### src/rtl/mips_instr_encoder.sv
// MIPS instruction encoder and sequential instruction-memory loader.
// Packs R/I/J field bundles into 32-bit words, queues them, writes memory.
//
// Ports:
//   clk, reset      clock; synchronous active-low reset
//   in_valid/ready  field bundle handshake (in_ready = FIFO not full)
//   in_opcode..     instruction fields (opcode, rs, rt, rd, shamt,
//   in_target       funct, imm, target)
//   mem_we/addr     memory write request and word address
//   mem_wdata       encoded word being written
//   mem_ack         memory accepted the current write
//   err             one-cycle pulse: bundle rejected
//   overflow        sticky: write address wrapped past all-ones
//
// Optional build macro: ENCODE_CHECK_EN adds field-legality checks.
module mips_instr_encoder #(
    parameter int          DEPTH      = 4,
    parameter int          ADDR_WIDTH = 8,
    parameter int unsigned BASE_ADDR  = 0
) (
    input  logic                  clk,
    input  logic                  reset,
    input  logic                  in_valid,
    output logic                  in_ready,
    input  logic [5:0]            in_opcode,
    input  logic [4:0]            in_rs,
    input  logic [4:0]            in_rt,
    input  logic [4:0]            in_rd,
    input  logic [4:0]            in_shamt,
    input  logic [5:0]            in_funct,
    input  logic [15:0]           in_imm,
    input  logic [25:0]           in_target,
    output logic                  mem_we,
    output logic [ADDR_WIDTH-1:0] mem_addr,
    output logic [31:0]           mem_wdata,
    input  logic                  mem_ack,
    output logic                  err,
    output logic                  overflow
);
    localparam int PW = $clog2(DEPTH);
    localparam int CW = PW + 1;

    localparam logic [0:0] IDLE  = 1'b0;
    localparam logic [0:0] WRITE = 1'b1;

    logic [0:0]    state;
    logic [31:0]   fifoMem [DEPTH];
    logic [PW-1:0] wrPtr;
    logic [PW-1:0] rdPtr;
    logic [CW-1:0] count;
    logic [CW-1:0] countNext;

    logic [31:0] encWord;
    logic        encLegal;
    logic        accept;
    logic        doPush;
    logic        doPop;

    // Combinational encode of the presented bundle.
    always_comb begin
        encWord  = '0;
        encLegal = 1'b0;
        case (in_opcode)
            6'h00: begin
                encWord  = {in_opcode, in_rs, in_rt, in_rd, in_shamt, in_funct};
                encLegal = 1'b1;
`ifdef ENCODE_CHECK_EN
                if (!(in_funct inside {6'h00, 6'h02, 6'h08, 6'h20, 6'h22,
                                       6'h24, 6'h25, 6'h27, 6'h2A}))
                    encLegal = 1'b0;
                // Shifts take their operand from rt; rs must be zero.
                if ((in_funct == 6'h00 || in_funct == 6'h02) && in_rs != 5'd0)
                    encLegal = 1'b0;
                if (!(in_funct == 6'h00 || in_funct == 6'h02) && in_shamt != 5'd0)
                    encLegal = 1'b0;
`endif
            end
            6'h02, 6'h03: begin
                encWord  = {in_opcode, in_target};
                encLegal = 1'b1;
            end
            6'h04, 6'h05, 6'h08, 6'h0D, 6'h0F, 6'h23, 6'h2B: begin
                encWord  = {in_opcode, in_rs, in_rt, in_imm};
                encLegal = 1'b1;
`ifdef ENCODE_CHECK_EN
                if (in_opcode == 6'h0F && in_rs != 5'd0)
                    encLegal = 1'b0;
`endif
            end
            default: begin
                encWord  = '0;
                encLegal = 1'b0;
            end
        endcase
    end

    assign in_ready  = (count != CW'(DEPTH));
    assign accept    = in_valid && in_ready;
    assign doPush    = accept && encLegal;
    assign mem_we    = (state == WRITE);
    assign doPop     = mem_we && mem_ack;
    assign mem_wdata = mem_we ? fifoMem[rdPtr] : 32'd0;
    assign countNext = count + CW'(doPush) - CW'(doPop);

    always_ff @(posedge clk) begin
        if (doPush)
            fifoMem[wrPtr] <= encWord;
    end

    // State is WRITE exactly when the FIFO will hold a word next cycle,
    // so a word pushed into an empty FIFO is presented one cycle later.
    always_ff @(posedge clk) begin
        if (!reset) begin
            state    <= IDLE;
            wrPtr    <= '0;
            rdPtr    <= '0;
            count    <= '0;
            mem_addr <= ADDR_WIDTH'(BASE_ADDR);
            err      <= 1'b0;
            overflow <= 1'b0;
        end else begin
            state <= (countNext != '0) ? WRITE : IDLE;
            count <= countNext;
            err   <= accept && !encLegal;
            if (doPush)
                wrPtr <= wrPtr + PW'(1);
            if (doPop) begin
                rdPtr    <= rdPtr + PW'(1);
                mem_addr <= mem_addr + ADDR_WIDTH'(1);
                if (&mem_addr)
                    overflow <= 1'b1;
            end
        end
    end
endmodule
### config.mk
export PLATFORM = sky130hd
export DESIGN_NAME = mips_instr_encoder
export DESIGN_NICKNAME = d
export VERILOG_FILES = /design/src/rtl/mips_instr_encoder.sv
export SDC_FILE = /design/constraint.sdc
export NUM_CORES = 1
export LEC_CHECK = 0
export CORE_MARGIN = 5
export CORE_UTILIZATION = 56
export CTS_CLUSTER_DIAMETER = 120
export DETAILED_ROUTE_END_ITERATION = 6
export GPL_ROUTABILITY_DRIVEN = 0
export GPL_TIMING_DRIVEN = 0
export PLACE_DENSITY = 0.85
export SKIP_CTS_REPAIR_TIMING = 1
export SYNTH_ARGS = -nofsm -noshare
export SYNTH_HDL_FRONTEND = slang
export SYNTH_SLANG_ARGS = --single-unit
export TNS_END_PERCENT = 5
### constraint.sdc
create_clock -name clk -period 6.2 [get_ports clk]
set_input_delay 0.62 -clock clk [delete_from_list [all_inputs] [get_ports clk]]
set_output_delay 0.62 -clock clk [all_outputs]
set_load 0.005 [all_outputs]
Yosys cells after proc, flatten, opt, wreduce, memory -nomap -nowiden:

Memories as Yosys holds them, arrays and structs flattened. A register that Yosys moved wholly into a read port is not among the register bits.
Cells that the tools add are included.

* flip-flop bits (word level): 18
* bits in writable memories: 128
* word-level logic and storage cells: 42
* memories: 1

* add/sub/neg operators: 5
* equality and inequality tests: 10
* muxes and demuxes: 8
* reductions and logical operators: 11

Memory list
* fifoMem: words 4, bits a word 32, rd ports 1, clocked after memory_dff 1, write ports 1, line 47 `logic [31:0] fifoMem [DEPTH];`

Operators by type and width (number)
* $pmux W32 S3: 1
* $mux W32: 1
* $eq A6 B4 Y1 const B: 3
* $eq A6 B2 Y1 const B: 2
* $eq A6 B3 Y1 const B: 2
* $eq A6 B6 Y1 const B: 2
* $reduce_or A10 Y1: 1
* $reduce_and A9 Y1: 1
* $add A8 B1 Y8 const B: 1
* $reduce_or A7 Y1: 1
* $logic_not A6 Y1: 1
* $add A2 B1 Y2 const B: 2
* $logic_and A1 B1 Y1: 4
* $mux W1: 4
* $mux W2: 2
* $add A3 B1 Y3: 1
* $ne A3 B3 Y1 const B: 1
* $reduce_bool A3 Y1: 1
* $sub A3 B1 Y3: 1
* $reduce_or A2 Y1: 1
* $logic_not A1 Y1: 1

Depth between registers and ports, before layout:

* depth after elaboration: 8
* mapped depth: 14

Worst setup path after synthesis:

OpenSTA, ideal clock, no wires.

* path kind: input to register
* from: input port in_opcode[2]
* to: register state (netlist: mem_we)
* library setup time: 0.120 ns
* data arrival time: 2.941 ns
* required time: 6.080 ns
* path slack: 3.139 ns
* cell stages on the path: 14
* path buffers: 2
* cell sequence: buf_4 > or3_4 > a21oi_1 > o21ba_2 > buf_4 > inv_1 > ha_1 > inv_1 > ha_1 > inv_1 > fa_1 > xnor2_1 > xnor2_1 > o31a_1

* cells in the longest elaborated chain, start to end: 8
* elaborated cells between the ends (all ways): 17
* those cells by class: 2 x add/sub; 9 x eq/ne; 2 x mux; 4 x reduce/logical

Ends and longest elaborated chain
* start: declaration: line 25 `input logic [5:0] in_opcode,`
* $eq A6 B3 Y1 (tied with other cells): line 63 `case (in_opcode)`
* $reduce_or A10 Y1 (no source line) *
* $mux W1 *: line 63
* $logic_and A1 B1 Y1 *: line 99 `assign doPush = accept && encLegal;`
* $add A3 B1 Y3 *: line 103 `assign countNext = count + CW'(doPush) - CW'(doPop);`
* $sub A3 B1 Y3 *: line 103
* $reduce_bool A3 Y1 *: line 122 `state <= (countNext != '0) ? WRITE : IDLE;`
* $mux W1 *: line 122
* end signal: assignment: line 122
* end: declaration: line 46 `logic [0:0] state;`

Mark *: on every way between the ends. The rest lies on a longest branch, timed or not.
A chain may end at the register's enable or synchronous reset.

Final worst setup path:

* from: input port in_opcode[4]
* to: register state (netlist: mem_we)

The elaborated chain is that of the path after synthesis.

==> flow_summary.toml <==
[status]
run_status = "finished, final reports clean"

[yosys]
yosys_most_used_dff = "edfxtp_1"
yosysSeqAreaShare_pct = 64.9
synth-edff-count = 128
synth.largest_area_cell = "edfxtp_1"
syn_area_per_cell_um2 = 15.1
synth_area_leaders = "edfxtp_1 (59%), mux4_2 (11%), dfxtp_1 (6.1%)"
mappedNetlistArea_um2 = 6540
synth_top_area_share_pct = 58.8
synth.yosys.warnings = 0
synth_seq_cells = 148
synthArstFlopShare_pct = 0
synth.distinct_cells = 49
syn_inst = 434

[worst_hold_path]
min_from = "mem_addr[7]"
hold_depth = 2
min_path_type = "reg -> reg"
holdPathEnd = "mem_addr[7]"

[timing]
finalSetupViolations = 0
fin_crit_ns = 3.41
clock_skew_ns = 0.00523
hold_violations = 0
worst_slew_pin_slew_ns = 0.907
hold_ws_ns = 0.503
fmax_ghz = 0.294
rsz0062_at_grt = "no"
tns_ns = 0
fin_crit_sh_pct = 55.0
relSlewSlack_pct = 39.5
slew_violations = 0

[cts]
insertion_delay_ns = 0.41
cts.sinks = 148
htreeDepth = 4
cts.path.max_buffers = 2
clk_pin_slew_ns = 0.06
cts_buffers = 17
cts-root-buf = "clkbuf_16"
cts_tree = "yes"

[power]
ir_drop_v = 0.000197
cellLeakagePower_nw = 2.83
power_density_nw_per_um2 = 304

[finish]
nFillCells = 765
fin_nets = 661
syn2layout_area_growth_pct = 29.2
fin_util_pct = 74.0
drive_above_1_share_pct = 15.3
diodes = 0
multiInputGateArea_um2 = 2150
seq_area_um2 = 4240

[routing]
vias = 4233
first_pass_iters = 6
drt-total-wl_um = 14800
routedWlPerCell_um = 20.3
drtIter0Drc = 353
ant_nets = 0
route.detailed.drc = 0
post_drt_via_cell_ratio = 5.79

[global_routing]
grt_max_degree = 33
grt_antenna_before_repair = 1
grt_pass1_vias = 4599
grt_pass1_wl_um = 23400
grt-ovfl-total = 0
grt_usage_pct = 21.4

[critical_path]
startpoint = "in_opcode[4]"
arrival_ns = 3.71
critPathLaunchType = "input pin"
regToRegSetupSlack_ns = 3.45
worstPathRequired_ns = 6.50
reg2reg_depth = 13
reg2reg_from = "count[2]"
critPathMaxFanout = 9
r2r-end = "mem_we"
path_class = "in -> reg"
end_kind = "flip-flop"

[placed_design]
portBuffers = 119
dpl.hpwl_um = 10100

[floorplanning]
die_y_um = 118
dieArea_um2 = 13900
rows = 39
core_area_um2 = 11400
io-pin-count = 122
die-width_um = 118
start_util_pct = 57.3

[run]
maxCapViolations = 0
## synthesized netlist by cell type (2+ instances only)
| cell | n |
|---|---|
| o21ai_1 | 18 |
| a222oi_1 | 14 |
| inv_1 | 12 |
| edfxtp_1 | 128 |
| mux4_2 | 32 |
| nor2b_1 | 13 |
| dfxtp_1 | 20 |
| nand4_1 | 2 |
| a221oi_1 | 2 |
| nand3_1 | 2 |
| buf_2 | 6 |
| and3_1 | 2 |
| ha_1 | 7 |
| and2b_1 | 3 |
| and2_1 | 47 |
| xnor2_1 | 10 |
| and4_1 | 2 |
| o21ai_0 | 11 |
| mux2i_1 | 2 |
| clkbuf_1 | 11 |
| nor2_1 | 6 |
| buf_4 | 4 |
| nand2_1 | 49 |
| a21oi_1 | 2 |
| a21boi_0 | 4 |
| nor3_1 | 2 |
## cells in the final DEF, fill, tap and decap left out, types with 7 or more instances in the layout
cell	count
edfxtp_1	128
mux4_2	32
nor2b_1	13
a222oi_1	14
nand2_1	49
o21ai_1	18
xnor2_1	10
dfxtp_1	20
inv_4	7
clkdlybuf4s50_1	119
and2_1	43
clkbuf_16	17
ha_1	7
clkbuf_1	12
inv_1	12
o21ai_0	11
## metrics by stage
| stage | total power, mW | cell area (µm²) | cells | worst slack (ns) |
|---|---|---|---|---|
| 2_1_floorplan | 1.42 | 6550 | 437 | 3.14 |
| 3_3_place_gp | 1.67 | 7920 | 699 | 2.27 |
| 3_5_place_dp | 1.69 | 7930 | 699 | 2.41 |
| 4_1_cts | 2.59 | 8450 | 731 | 2.83 |
| 5_1_grt | 2.67 | 8450 | 731 | 2.70 |
| 6_report | 2.57 | 8450 | 731 | 2.79 |
## worst max-delay path by stage
stage,cells after the start,endpoint
final,14,mem_we
after global routing,14,mem_we
after CTS,14,mem_we
after detailed placement,14,mem_we
after global placement,6,fifoMem[1][18]
after floorplan,14,mem_we
## sequential cells by signal, summed over array words and instances (netlist names), named ones only
register / cells
count: 3
err: 1
fifoMem: 128
mem_addr: 8
mem_we: 1
overflow: 1
rdPtr: 2
wrPtr: 2
## power breakdown
group	total (mW)	leakage, nW	internal [mW]	switching (mW)
Clock	0.907	0.269	0.519	0.387
Combinational	0.530	1.25	0.313	0.216
Sequential	1.13	1.31	1.11	0.0246
Total	2.57	2.83	1.94	0.628
## critical path, stage by stage
cell and delay [ns]:
clkdlybuf4s50_1 0.59, or2_4 0.36, o32ai_1 0.35, o21ba_2 0.18, buf_4 0.14, inv_1 0.05, ha_1 0.28, inv_1 0.06
ha_1 0.13, inv_1 0.05, fa_1 0.38, xnor2_1 0.20, xnor2_1 0.10, o31a_1 0.23
## layout make-up
| cell class | count | share of cell area (%) |
|---|---|---|
| flip-flops and latches | 148 | 50.2 |
| clock buffers | 19 | 5.24 |
| multi-input cells | 253 | 25.4 |
| clock inverters | 13 | 0.948 |
| repair buffers | 119 | 14.1 |
| plain buffers | 24 | 1.44 |
| inverters | 12 | 0.533 |
| well taps | 143 | 2.12 |
## cell families after synthesis
group	synth area share, %
AOI/OAI and AO/OA	6.08
xor gates and xnor gates	1.47
adders and majority gates	1.64
buffers and inverters	2.54
DFF	64.9
muxes	11.5
other	0.0573
and+or+nand+nor	11.8
## layer usage
metal / up-vias / track usage, % / share of wire [%]
li1: 1936 / - / -
met1: 2091 / 26.4 / 39
met2: 172 / 35.9 / 52
met3: 32 / 5.77 / 6.5
met4: 2 / 8.53 / 2.3
met5: - / 0 / 0.10
Power figures use the tool's default switching activity.
